==> src/rtl/mc_ctrl.sv <==
`default_nettype none
// ============================================================================
// Module   : mc_ctrl
// Purpose  : Multi-cycle MIPS-subset controller (FETCH/DECODE/EXE/MEM/WB).
// Revision : 1.0 - initial release
// ============================================================================
module mc_ctrl (
    input  logic       clk,
    input  logic       reset,
    input  logic [5:0] opcode,
    input  logic [5:0] funct,
    input  logic       zero,
    output logic       PCWr,
    output logic       IRWr,
    output logic       RegWr,
    output logic       MemWr,
    output logic       SignExt,
    output logic       LuiExt,
    output logic [1:0] ALUOp,
    output logic       ALUSrc,
    output logic [1:0] RegDst,
    output logic [1:0] MemtoReg,
    output logic [1:0] NPCOp,
    output logic [2:0] state,
    output logic       instr_done
);

    localparam logic [2:0] C_FETCH  = 3'd0;
    localparam logic [2:0] C_DECODE = 3'd1;
    localparam logic [2:0] C_EXE    = 3'd2;
    localparam logic [2:0] C_MEM    = 3'd3;
    localparam logic [2:0] C_WB     = 3'd4;

    logic [2:0] r_state;
    logic [2:0] w_next;

    logic w_rtype, w_addu, w_subu, w_jr, w_ori, w_lw, w_sw, w_beq, w_lui, w_j, w_jal;
    logic w_illegal;

    assign w_rtype   = (opcode == 6'b000000);
    assign w_addu    = w_rtype && (funct == 6'b100001);
    assign w_subu    = w_rtype && (funct == 6'b100011);
    assign w_jr      = w_rtype && (funct == 6'b001000);
    assign w_ori     = (opcode == 6'b001101);
    assign w_lw      = (opcode == 6'b100011);
    assign w_sw      = (opcode == 6'b101011);
    assign w_beq     = (opcode == 6'b000100);
    assign w_lui     = (opcode == 6'b001111);
    assign w_j       = (opcode == 6'b000010);
    assign w_jal     = (opcode == 6'b000011);
    assign w_illegal = !(w_addu || w_subu || w_jr || w_ori || w_lw || w_sw ||
                         w_beq || w_lui || w_j || w_jal);

    always_ff @(posedge clk) begin
        if (reset) begin
            r_state <= C_FETCH;
        end else begin
            r_state <= w_next;
        end
    end

    always_comb begin
        w_next = C_FETCH;
        case (r_state)
            C_FETCH:  w_next = C_DECODE;
            C_DECODE: w_next = (w_j || w_jal || w_jr || w_illegal) ? C_FETCH : C_EXE;
            C_EXE: begin
                if (w_beq)              w_next = C_FETCH;
                else if (w_lw || w_sw)  w_next = C_MEM;
                else                    w_next = C_WB;
            end
            C_MEM:    w_next = w_lw ? C_WB : C_FETCH;
            C_WB:     w_next = C_FETCH;
            default:  w_next = C_FETCH;
        endcase
    end

    logic       w_pcwr, w_irwr, w_regwr, w_memwr, w_done;
    logic       w_signext, w_luiext, w_alusrc;
    logic [1:0] w_aluop, w_regdst, w_memtoreg, w_npcop;
    logic       w_exe_phase;

    // ALU/EXT selects stay valid from EXE until the instruction retires.
    assign w_exe_phase = (r_state == C_EXE) || (r_state == C_MEM) || (r_state == C_WB);

    always_comb begin
        w_pcwr     = 1'b0;
        w_irwr     = 1'b0;
        w_regwr    = 1'b0;
        w_memwr    = 1'b0;
        w_done     = 1'b0;
        w_signext  = 1'b0;
        w_luiext   = 1'b0;
        w_alusrc   = 1'b0;
        w_aluop    = 2'd0;
        w_regdst   = 2'd0;
        w_memtoreg = 2'd0;
        w_npcop    = 2'd0;

        if (w_exe_phase) begin
            if (w_subu || w_beq)     w_aluop = 2'd1;
            else if (w_ori || w_lui) w_aluop = 2'd2;
            w_alusrc  = w_lw || w_sw || w_ori || w_lui;
            w_signext = w_lw || w_sw || w_beq;
            w_luiext  = w_lui;
        end

        case (r_state)
            C_FETCH: begin
                w_pcwr = 1'b1;
                w_irwr = 1'b1;
            end
            C_DECODE: begin
                if (w_j) begin
                    w_pcwr  = 1'b1;
                    w_npcop = 2'd2;
                    w_done  = 1'b1;
                end else if (w_jal) begin
                    w_pcwr     = 1'b1;
                    w_npcop    = 2'd2;
                    w_regwr    = 1'b1;
                    w_regdst   = 2'd2;
                    w_memtoreg = 2'd2;
                    w_done     = 1'b1;
                end else if (w_jr) begin
                    w_pcwr  = 1'b1;
                    w_npcop = 2'd3;
                    w_done  = 1'b1;
                end else if (w_illegal) begin
                    w_done = 1'b1;
                end
            end
            C_EXE: begin
                if (w_beq) begin
                    w_pcwr  = zero;
                    w_npcop = 2'd1;
                    w_done  = 1'b1;
                end
            end
            C_MEM: begin
                if (w_sw) begin
                    w_memwr = 1'b1;
                    w_done  = 1'b1;
                end
            end
            C_WB: begin
                w_regwr = 1'b1;
                w_done  = 1'b1;
                if (w_addu || w_subu) begin
                    w_regdst = 2'd1;
                end else if (w_lw) begin
                    w_memtoreg = 2'd1;
                end
            end
            default: begin
                w_pcwr = 1'b0;
            end
        endcase
    end

    assign PCWr       = w_pcwr  && !reset;
    assign IRWr       = w_irwr  && !reset;
    assign RegWr      = w_regwr && !reset;
    assign MemWr      = w_memwr && !reset;
    assign instr_done = w_done  && !reset;
    assign SignExt    = w_signext;
    assign LuiExt     = w_luiext;
    assign ALUOp      = w_aluop;
    assign ALUSrc     = w_alusrc;
    assign RegDst     = w_regdst;
    assign MemtoReg   = w_memtoreg;
    assign NPCOp      = w_npcop;
    assign state      = r_state;

endmodule
`default_nettype wire

==> config.mk <==
export PLATFORM = sky130hd
export DESIGN_NAME = mc_ctrl
export DESIGN_NICKNAME = d
export VERILOG_FILES = /design/src/rtl/mc_ctrl.sv
export SDC_FILE = /design/constraint.sdc
export NUM_CORES = 1
export LEC_CHECK = 0
export CAP_MARGIN = 20
export CELL_PAD_IN_SITES_DETAIL_PLACEMENT = 1
export CELL_PAD_IN_SITES_GLOBAL_PLACEMENT = 1
export CORE_MARGIN = 2
export CORE_UTILIZATION = 22
export DETAILED_ROUTE_END_ITERATION = 12
export PLACE_DENSITY = 0.76
export SLEW_MARGIN = 20
export SYNTH_ARGS = -nofsm -noshare
export SYNTH_HDL_FRONTEND = slang
export SYNTH_SLANG_ARGS = --single-unit
==> constraint.sdc <==
create_clock -name clk -period 1.85 [get_ports clk]
set_input_delay 0.185 -clock clk [delete_from_list [all_inputs] [get_ports clk]]
set_output_delay 0.185 -clock clk [all_outputs]
set_load 0.02 [all_outputs]
==> summary.md <==
| Metric | Value |
|---|---|
| Leakage power | `around 0.48 nW` |
| Count of non-filler cells in the finished layout | `between 150 and 200` |
| Peak VDD IR | `around 0.19 mV` |
| DR DRC count | `0` |
| CTS tree | `done` |
| DR WL/cell | `14.1 µm` |
| Finished Core Util | `0.475` |
| CTS Sinks | `3` |
| Max FFs per register | `3` |
| RSZ-0062 raised after global routing | `true` |
| Cells after synthesis | `slightly below 70` |
| Met1 Use GR | `0.194` |
| Fraction of layout cells with a size suffix above 1 | `0.504` |
| CP cell instances | `dlygate4sd2_1, nor3_2, buf_4, and4_1, or3b_1, a21oi_2, buf_4` |
| Post-synthesis sequential area ratio | `0.121` |
| Failing checks | `setup timing` |
| Setup violations, final | `2` |
| Post-synth top area share | `0.121` |
| Dpl hpwl | `~1700 µm` |
| Mapped cell area | `497 µm²` |
| WP data required | `1660 ps` |
| Met3 Use GR | `0.0345` |
| Placed instance count | `148` |
| Max clock buf depth | `2` |
| Async SR Flop Fraction | `0` |
| Fin worst setup slack | `-79.7 ps` |
| First-pass GRT wire length | `~3600 µm` |
| DR iter-0 viols | `1` |
| CP Max Fanout | `3` |
| Worst EP arrival | `1740 ps` |
| Max-slew headroom | `0.833` |
| FP Rows | `17` |
| GRT Resource Usage Total | `0.183` |
| Vias | `about 740` |
| Final count of hold timing violations | `0` |
| Synth top area cells | `dfxtp_1 12%, nor2_1 8.3%, nor4_4 4.3%` |
| Vias in the first global route | `approximately 830` |
| Count of pins over their slew limit | `0` |
| Slowest-stage cell, CP | `or3b_1` |
| DRT antenna net count | `0` |
| Port bufs | `33` |
| Die footprint | `approximately 2700 µm²` |
| RD Place Congestion | `~0.77` |
| Worst Hold Class | `in -> reg` |
| Post-synth EDFFs | `0` |
| Global route overflow | `0` |
| Via/cell ratio | `a little under 5` |
| Worst skew pair latency | `~240 ps` |
| Ys Warns | `0` |
| WP buf/inv | `3` |
| Cell taking the most area after synthesis | `dfxtp_1` |
| Measured slew at the worst slew-check pin | `roughly 250 ps` |
| Dpl ws | `-659 ps` |
| Status | `complete, but fails checks` |
| Clk root buf | `clkbuf_4` |
| Initial Utilization | `0.229` |
| Power per cell area | `a little over 300 nW/µm²` |
| Avg Inst Size Synth | `7.20 µm²` |
| Core Region | `2170 µm²` |
| Die height | `a little over 50 µm` |
| CP dominant cell by count | `buf_4` |
| Number of diodes | `0` |
| Hold-fix buffers, CTS | `0` |
| Min Clock Period, post-route | `1930 ps` |
| Cts bufs inserted | `3` |
| Die W | `51.5 µm` |
| Clock-pin slew on the worst setup and hold paths | `approximately 40 ps` |
| Top FF cell, synth | `dfxtp_1` |
| Max Clk Rate | `roughly 0.52 GHz` |
| Antenna violations before repair | `0` |
| Max_cap viols | `0` |
| Distinct cells, synth | `36` |
| 1st-pass router iterations | `2` |
| CP peak stage delay | `between 300 and 400 ps` |
| Final #Nets | `around 140` |
| CP delay by family, top | `simple AND/OR/NAND/NOR gates` |
| Post-synth top cells | `11 x nor2_1, 4 x nor3_1` |
| Pin count of the biggest net entering global routing | `12` |
| Overall power | `~0.32 mW` |
| IO Pins | `34` |
| Hold slack | `559 ps` |
| Busiest layer in global routing | `met2` |
| Worst Setup End Kind | `output port` |
| CP startpoint kind | `input port` |
| H-tree depth | `1` |
| Met2 Use GR | `0.327` |
| Yosys reg bits | `3` |
| Final period util | `1.04` |
| Final Skew | `approximately 3.7 ps` |
| Most frequent cell after synthesis | `nor2_1` |
| Syn nets | `84` |
| WL final | `approximately 2200 µm` |
| Crit path kind | `in -> out` |
| Area Growth Syn to Fin | `108%` |
## path summary, 6_finish.rpt
| path | to | depth (start not counted) | slack, ps | start |
|---|---|---|---|---|
| worst min register to register | state[0] | 2 | 590 | state[0] |
| worst max register to register | state[2] | 3 | 710 | state[0] |
| worst max-delay path | NPCOp[0] | 7 | -80 | opcode[5] |
| worst min-delay path | state[2] | 4 | 560 | opcode[3] |
## cell families after synthesis
| kind of cell | share of synthesized area |
|---|---|
| compound gates | 0.209 |
| simple gates | 0.579 |
| flops | 0.121 |
| buf+inv | 0.0907 |
## per-layer routing
metal  vias up  routed length, µm  part of all wire
li1        368                  -                 -
met1       343                883              0.41
met2        25               1100              0.51
met3         8                 98             0.045
met4         0                 76             0.035
met5         -                  0                 0
## worst min-delay path: cells and delay by family
| kind | cells | cell delay [ps] |
|---|---|---|
| and+or+nand+nor | 1 | 110 |
| buffers and inverters | 2 | 410 |
| AOI/OAI and AO/OA | 1 | 60 |
## cells in the final DEF (no fill, tap or decap), types with 2 or more instances in the layout
cell	count
a21oi_1	2
and2_4	3
and3b_2	2
and4_1	2
buf_2	5
buf_4	27
buf_6	2
clkbuf_2	4
clkbuf_4	3
clkdlybuf4s50_1	8
dlygate4sd2_1	9
inv_1	3
nand2_1	3
nand2b_1	2
nand3_1	2
nor2_1	10
nor3_1	2
nor3_2	3
nor4_1	2
## power by group
group | internal (mW) | switching, mW
sequential | 0.0661 | 0.00104
clock | 0.0813 | 0.0413
combinational | 0.0689 | 0.0631
total | 0.216 | 0.105
## what timing repair did
item / 4_1_cts / 5_1_grt
endpoints found under the setup margin: 15 / 16
buffers inserted: 1 / 0
pin swaps: 6 / 3
gates resized for setup: 66 / 20
cloned: 0 / 0
## per-stage QoR
| step | cell area (µm²) | TNS (ps) |
|---|---|---|
| global placement | 1010 | -6410 |
| CTS | 1040 | -35.3 |
| global route | 1030 | -249 |
| floorplan | 509 | -55.4 |
| detailed placement | 1010 | -7040 |
| finish | 1030 | -84.4 |
## area by class of cell
type	count	area [µm²]
fill	274	1140
timing repair buffer	57	453
multi-input combinational	58	440
sequential	3	65.1
tap	28	35.0
clock buffer	4	26.3
inverter	3	11.3
No activity file was read; power rests on OpenSTA's default activity.
